File: config.mk
export PLATFORM = sky130hd
export DESIGN_NAME = fetch_buffer_flat
export DESIGN_NICKNAME = d
export VERILOG_FILES = /design/src/rtl/fetch_buffer_pkg.sv /design/src/rtl/fetch_buffer_if.sv /design/src/rtl/fetch_fifo.sv /design/src/rtl/fetch_buffer.sv /design/src/flat_wrapper.sv
export SDC_FILE = /design/constraint.sdc
export NUM_CORES = 1
export LEC_CHECK = 0
export ABC_CLOCK_PERIOD_IN_PS = 10500
export BUFFER_PORTS_ARGS = -buffer_cell sky130_fd_sc_hd__buf_2
export CAP_MARGIN = 0
export CORE_ASPECT_RATIO = 0.5
export CORE_MARGIN = 4
export CORE_UTILIZATION = 56
export CTS_CLUSTER_SIZE = 28
export DETAILED_ROUTE_END_ITERATION = 10
export GPL_ROUTABILITY_DRIVEN = 0
export PLACE_DENSITY = 0.85
export SLEW_MARGIN = 5
export SYNTH_ARGS = -nofsm -noshare
export SYNTH_HDL_FRONTEND = slang
export SYNTH_SLANG_ARGS = --single-unit
File: constraint.sdc
create_clock -name clk -period 10.5 [get_ports clk]
set_input_delay 1.575 -clock clk [delete_from_list [all_inputs] [get_ports clk]]
set_output_delay 1.575 -clock clk [all_outputs]
set_load 0.05 [all_outputs]
File: src/rtl/fetch_buffer_pkg.sv
// Shared RV32I fetch definitions: reset PC default, opcode constants and the FIFO entry type.
package fetch_buffer_pkg;

    localparam logic [31:0] RESET_PC_DEFAULT = 32'h0000_0000;

    localparam logic [6:0] OPC_LOAD   = 7'h03;
    localparam logic [6:0] OPC_OP_IMM = 7'h13;
    localparam logic [6:0] OPC_LUI    = 7'h37;
    localparam logic [6:0] OPC_JAL    = 7'h6F;
    localparam logic [1:0] RV32_QUAD  = 2'b11;

    // Packed so that {pc, instr} maps onto a 64-bit FIFO word.
    typedef struct packed {
        logic [31:0] pc;
        logic [31:0] instr;
    } fetch_entry_t;

    function automatic logic is_rv32(input logic [31:0] instr);
        return instr[1:0] == RV32_QUAD;
    endfunction

endpackage

File: src/rtl/fetch_buffer_if.sv
// Instruction memory and decode-side handshake bundle of the fetch stage.
interface fetch_buffer_if;
    logic        imem_req;
    logic [31:0] imem_addr;
    logic [31:0] imem_rdata;
    logic        redirect;
    logic [31:0] redirect_pc;
    logic        out_valid;
    logic        out_ready;
    logic [31:0] out_instr;
    logic [31:0] out_pc;
    logic [6:0]  out_opcode;
    logic        out_illegal;

    modport master (
        output imem_req, imem_addr, out_valid, out_instr, out_pc, out_opcode, out_illegal,
        input  imem_rdata, redirect, redirect_pc, out_ready
    );

    modport slave (
        input  imem_req, imem_addr, out_valid, out_instr, out_pc, out_opcode, out_illegal,
        output imem_rdata, redirect, redirect_pc, out_ready
    );
endinterface

File: src/rtl/fetch_fifo.sv
// Generic synchronous circular FIFO with flush; head is read combinationally from storage.
module fetch_fifo #(
    parameter int unsigned WIDTH = 64,
    parameter int unsigned DEPTH = 3
) (
    input  logic                       clk,
    input  logic                       reset,
    input  logic                       push,
    input  logic                       pop,
    input  logic                       flush,
    input  logic [WIDTH-1:0]           wdata,
    output logic [WIDTH-1:0]           rdata,
    output logic                       full,
    output logic                       empty,
    output logic [$clog2(DEPTH+1)-1:0] count
);
    localparam int unsigned CW = $clog2(DEPTH + 1);
    localparam int unsigned PW = $clog2(DEPTH);
    localparam logic [PW-1:0] LastPtr = PW'(DEPTH - 1);

    logic [WIDTH-1:0] mem_q [DEPTH];
    logic [PW-1:0]    wr_ptr_q, rd_ptr_q;
    logic [CW-1:0]    count_q;
    logic             do_push, do_pop;

    assign full    = count_q == CW'(DEPTH);
    assign empty   = count_q == '0;
    assign count   = count_q;
    assign rdata   = mem_q[rd_ptr_q];
    assign do_pop  = pop && !empty;
    assign do_push = push && (!full || do_pop);

    always_ff @(posedge clk) begin
        if (reset || flush) begin
            wr_ptr_q <= '0;
            rd_ptr_q <= '0;
            count_q  <= '0;
        end else begin
            if (do_push) wr_ptr_q <= (wr_ptr_q == LastPtr) ? '0 : wr_ptr_q + PW'(1);
            if (do_pop)  rd_ptr_q <= (rd_ptr_q == LastPtr) ? '0 : rd_ptr_q + PW'(1);
            case ({do_push, do_pop})
                2'b10:   count_q <= count_q + CW'(1);
                2'b01:   count_q <= count_q - CW'(1);
                default: ;
            endcase
        end
    end

    // Storage needs no reset: contents are only observed while count is non-zero.
    always_ff @(posedge clk) begin
        if (do_push && !flush && !reset) mem_q[wr_ptr_q] <= wdata;
    end

endmodule

File: src/rtl/fetch_buffer.sv
// Fetch stage: owns the PC, issues sequential word fetches and buffers responses for decode.
module fetch_buffer
    import fetch_buffer_pkg::*;
#(
    parameter logic [31:0] RESET_PC = RESET_PC_DEFAULT,
    parameter int unsigned DEPTH    = 3
) (
    input logic           clk,
    input logic           reset,
    fetch_buffer_if.master bus
);
    localparam int unsigned CW = $clog2(DEPTH + 1);
    localparam logic [CW:0] DepthW = (CW + 1)'(DEPTH);

    logic [31:0]  pc_q, pc_d, inflight_pc_q, inflight_pc_d, redirect_target;
    logic         inflight_q, inflight_d, kill_q, kill_d;
    logic         issue, push, pop, fifo_full, fifo_empty;
    logic [CW-1:0] fifo_count;
    logic [CW:0]  occupancy;
    logic [63:0]  fifo_rdata;
    fetch_entry_t wentry, head;

    always_comb begin
        redirect_target = bus.redirect_pc & ~32'h3;
        // Reserve a slot for every outstanding request so a response always has room.
        occupancy       = {1'b0, fifo_count} + {{CW{1'b0}}, inflight_q};
        issue           = !reset && !bus.redirect && (occupancy < DepthW);
        pop             = !fifo_empty && bus.out_ready;
        push            = inflight_q && !kill_q && !bus.redirect && (!fifo_full || pop);
        wentry          = '{pc: inflight_pc_q, instr: bus.imem_rdata};

        pc_d            = pc_q;
        inflight_pc_d   = inflight_pc_q;
        inflight_d      = issue;
        kill_d          = 1'b0;
        if (bus.redirect) begin
            pc_d   = redirect_target;
            kill_d = inflight_q;
        end else if (issue) begin
            pc_d          = pc_q + 32'd4;
            inflight_pc_d = pc_q;
        end
    end

    always_ff @(posedge clk) begin
        if (reset) begin
            pc_q          <= RESET_PC;
            inflight_pc_q <= '0;
            inflight_q    <= 1'b0;
            kill_q        <= 1'b0;
        end else begin
            pc_q          <= pc_d;
            inflight_pc_q <= inflight_pc_d;
            inflight_q    <= inflight_d;
            kill_q        <= kill_d;
        end
    end

    fetch_fifo #(
        .WIDTH (64),
        .DEPTH (DEPTH)
    ) u_fifo (
        .clk   (clk),
        .reset (reset),
        .push  (push),
        .pop   (pop),
        .flush (bus.redirect),
        .wdata (wentry),
        .rdata (fifo_rdata),
        .full  (fifo_full),
        .empty (fifo_empty),
        .count (fifo_count)
    );

    assign head            = fifo_empty ? '0 : fetch_entry_t'(fifo_rdata);
    assign bus.imem_req    = issue;
    assign bus.imem_addr   = pc_q;
    assign bus.out_valid   = !fifo_empty;
    assign bus.out_instr   = head.instr;
    assign bus.out_pc      = head.pc;
    assign bus.out_opcode  = head.instr[6:0];
    assign bus.out_illegal = !fifo_empty && !is_rv32(head.instr);

endmodule

File: src/flat_wrapper.sv
// flat-port wrapper written by rule: the top's interface ports become plain ports
module fetch_buffer_flat import fetch_buffer_pkg::*;
#(
    parameter logic [31:0] RESET_PC = RESET_PC_DEFAULT,
    parameter int unsigned DEPTH    = 3
)
  (clk, reset, bus_imem_req, bus_imem_addr, bus_out_valid, bus_out_instr, bus_out_pc, bus_out_opcode, bus_out_illegal, bus_imem_rdata, bus_redirect, bus_redirect_pc, bus_out_ready);
  fetch_buffer_if bus_i ();
  input logic clk;
  input logic reset;
  output wire logic [$bits(bus_i.imem_req)-1:0] bus_imem_req;
  output wire logic [$bits(bus_i.imem_addr)-1:0] bus_imem_addr;
  output wire logic [$bits(bus_i.out_valid)-1:0] bus_out_valid;
  output wire logic [$bits(bus_i.out_instr)-1:0] bus_out_instr;
  output wire logic [$bits(bus_i.out_pc)-1:0] bus_out_pc;
  output wire logic [$bits(bus_i.out_opcode)-1:0] bus_out_opcode;
  output wire logic [$bits(bus_i.out_illegal)-1:0] bus_out_illegal;
  input wire logic [$bits(bus_i.imem_rdata)-1:0] bus_imem_rdata;
  input wire logic [$bits(bus_i.redirect)-1:0] bus_redirect;
  input wire logic [$bits(bus_i.redirect_pc)-1:0] bus_redirect_pc;
  input wire logic [$bits(bus_i.out_ready)-1:0] bus_out_ready;
  assign bus_imem_req = bus_i.imem_req;
  assign bus_imem_addr = bus_i.imem_addr;
  assign bus_out_valid = bus_i.out_valid;
  assign bus_out_instr = bus_i.out_instr;
  assign bus_out_pc = bus_i.out_pc;
  assign bus_out_opcode = bus_i.out_opcode;
  assign bus_out_illegal = bus_i.out_illegal;
  assign bus_i.imem_rdata = bus_imem_rdata;
  assign bus_i.redirect = bus_redirect;
  assign bus_i.redirect_pc = bus_redirect_pc;
  assign bus_i.out_ready = bus_out_ready;
  fetch_buffer #(.RESET_PC(RESET_PC), .DEPTH(DEPTH)) u_core (.clk(clk), .reset(reset), .bus(bus_i));
endmodule
==> flow_summary.ini <==
[run_status]
status = finished clean

[floorplan]
dieArea_um2 = 20900
start_util = 0.585
io_pins = 174
chipWidth_um = 201
core-area_um2 = 17800
rows = 34
die_h_um = 104

[clocking]
cts.repair.resized = 0
cts-root-buf = clkbuf_16
cts_tree = done
clockBufferDepth = 3
numCtsBuffers = 22
htreeDepth = 1
post_cts.repair.setup_buffers = 0
clock_sinks = 256
clk_pin_slew_worst_paths_ns = 0.06
ctsHoldBuffers = 0
clock_latency_ns = 0.51

[setup_path]
reg2reg_from = u_core.u_fifo.count[0]$_SDFFE_PP0P_
path_class = primary input to output pin
crit_start = reset
crit_fanout = 67
end_kind = output pin
regToRegSetupSlack_ns = 7.43
arrival_ns = 3.17
start_kind = primary input
r2r_cells = 6
worstReg2RegEnd = u_core.bus.imem_addr[27]$_SDFFE_PP0P_
crit_path_end = bus_imem_req
required_ns = 8.93

[yosys]
synthArstFlopShare = 0
ys_types = 52
avgSynthCellArea_um2 = 11.8
yosysWarnings = 0
netlist_instances = 880
synth_edf_count = 186
synth-seq-cells = 256
synth_ff_type = edfxtp_1
synth_seq_area_share = 0.672
netlist_area_um2 = 10400

[layout]
diodes = 0
final_common_cell = edfxtp_1
fin_nets = 1091
synthToLayoutAreaGrowth_pct = 16.5
final_core_util = 0.681
drive_above_1_share = 0.217
mostFrequentLayoutCells = edfxtp_1, buf_2, nor2_1

[route]
dr.pass1.iters = 5
routedWlPerCell_um = 17.6
drcViolationCount = 0
drt_iter0_drc = 584
dr_total_vias = 7232
drt-total-wl_um = 22400
via_per_inst = 5.70
antenna_left = 0

[min_path]
min_path_type = register to register

[timing]
tightest_slew_ns = 0.934
setup_viol = 0
rsz0062_at_grt = false
slew_violations = 0
tns_ns = 0
skew_ns = 0.0246
period_share = 0.452
max_slew_margin = 0.377
finalCriticalPeriod_ns = 4.74
max_freq_mhz = 211
finalHoldViolCount = 0

[global_route]
grt_pass1_vias = 6902
grt_overflow = 0
antenna_found_initial = 0
grtUsageTotal = 0.204
grt_max_degree = 71
grt_pass1_wl_um = 35600

[place]
port_buffers = 167
hpwlAfterDp_um = 13600

[pwr]
leakage_nw = 4.45
peakVddDrop_mv = 0.106
powerDensity_nw_per_um2 = 172

[job]
cap_violations = 0
==> flip-flops by register name (all words and copies together), names as in the netlist, named ones only <==
register,flops
u_core.inflight_pc_q,30
u_core.u_fifo.rd_ptr_q,2
u_core.u_fifo.count,2
u_core.inflight_q,1
u_core.u_fifo.wr_ptr_q,2
u_core.kill_q,1
u_core.u_fifo.mem_q,186
u_core.bus.imem_addr,30
==> layout make-up <==
type                            instances  area (um2)
Clock buffer                           29         608
Tap cell                              234         293
Fill cell                            1265        5680
Timing Repair Buffer                  177         911
Clock inverter                         11         141
Sequential cell                       256        6990
Inverter                                8        30.0
Multi-Input combinational cell        554        3130
==> Yosys cell counts, drive strengths merged (2+ instances only) <==
cell type  instances  area, um2
xor2               4       35.0
mux2i             63        631
nor2b              3       18.8
edfxtp           186       5590
nor2             151        567
and2               2       12.5
a211oi             5       37.5
nor3               6       35.0
clkbuf            39        146
or3                8       50.1
o31a               2       17.5
a311oi            12        105
nand4             13       81.3
buf               26        141
ha                 4       50.1
nor4               8       50.1
inv                8       30.0
nand3              9       45.0
and3               6       37.5
and4               3       26.3
nor3b              2       15.0
or4                6       45.0
a2111oi            2       17.5
nand2             88        330
a21o               2       15.0
dfxtp             70       1400
o31ai              4       30.0
mux2               3       33.8
xnor2              4       35.0
nand3b             2       15.0
or2                3       18.8
a21oi            105        526
o21ai             12       60.1
a31oi              5       31.3
==> worst min-delay path by stage <==
stage                                               start                                    to  slack [ns]  cells past startpoint
global route        u_core.inflight_pc_q[18]$_SDFFE_PP0P_  u_core.u_fifo.mem_q[2][50]$_DFFE_PP_        0.51                      0
CTS                 u_core.inflight_pc_q[18]$_SDFFE_PP0P_  u_core.u_fifo.mem_q[0][50]$_DFFE_PP_        0.47                      0
global placement    u_core.inflight_pc_q[21]$_SDFFE_PP0P_  u_core.u_fifo.mem_q[0][53]$_DFFE_PP_        0.45                      0
finish              u_core.inflight_pc_q[18]$_SDFFE_PP0P_  u_core.u_fifo.mem_q[2][50]$_DFFE_PP_        0.47                      0
floorplan            u_core.inflight_pc_q[2]$_SDFFE_PP0P_  u_core.u_fifo.mem_q[0][34]$_DFFE_PP_        0.44                      0
detailed placement  u_core.inflight_pc_q[18]$_SDFFE_PP0P_  u_core.u_fifo.mem_q[2][50]$_DFFE_PP_        0.46                      0
==> logic make-up after synthesis <==
group / after synthesis / share of synthesized area
buf+inv: 73 / 0.0306
flops: 256 / 0.672
fa+ha+maj: 4 / 0.00481
mux: 66 / 0.0639
compound gates: 157 / 0.0875
simple gates: 315 / 0.134
other cells: 1 / 0.000361
xor+xnor: 8 / 0.00674
==> report_power, final <==
part,switching (mW),internal [mW]
Combinational,0.0926,0.0353
Clock,0.351,0.485
Sequential,0.0216,1.10
==> stage by stage <==
step	instances	hold WS (ns)	setup WS, ns	area (um2)	total power [mW]
6_report	1269	0.472	5.76	12100	2.08
5_1_grt	1269	0.507	5.65	12100	2.15
4_1_cts	1269	0.475	5.76	12100	2.09
3_5_place_dp	1229	0.459	5.77	11400	1.27
3_3_place_gp	1229	0.453	5.77	11400	1.26
2_1_floorplan	883	0.443	1.00	10400	1.22
==> worst max-delay path, stage by stage <==
cell	delay, ns
buf_2	0.10
buf_4	0.32
a2111o_1	0.44
inv_1	0.07
buf_4	0.31
buf_2	0.34
==> per-layer routing <==
layer | global-route usage | vias up | wire [um]
met1 | 0.293 | 3451 | 10200
met2 | 0.329 | 287 | 10200
li1 | - | 3460 | -
met4 | 0.0451 | 0 | 393
met3 | 0.0374 | 34 | 1570
met5 | 0 | - | 0
Note: power is estimated with default switching activity, not from simulation.
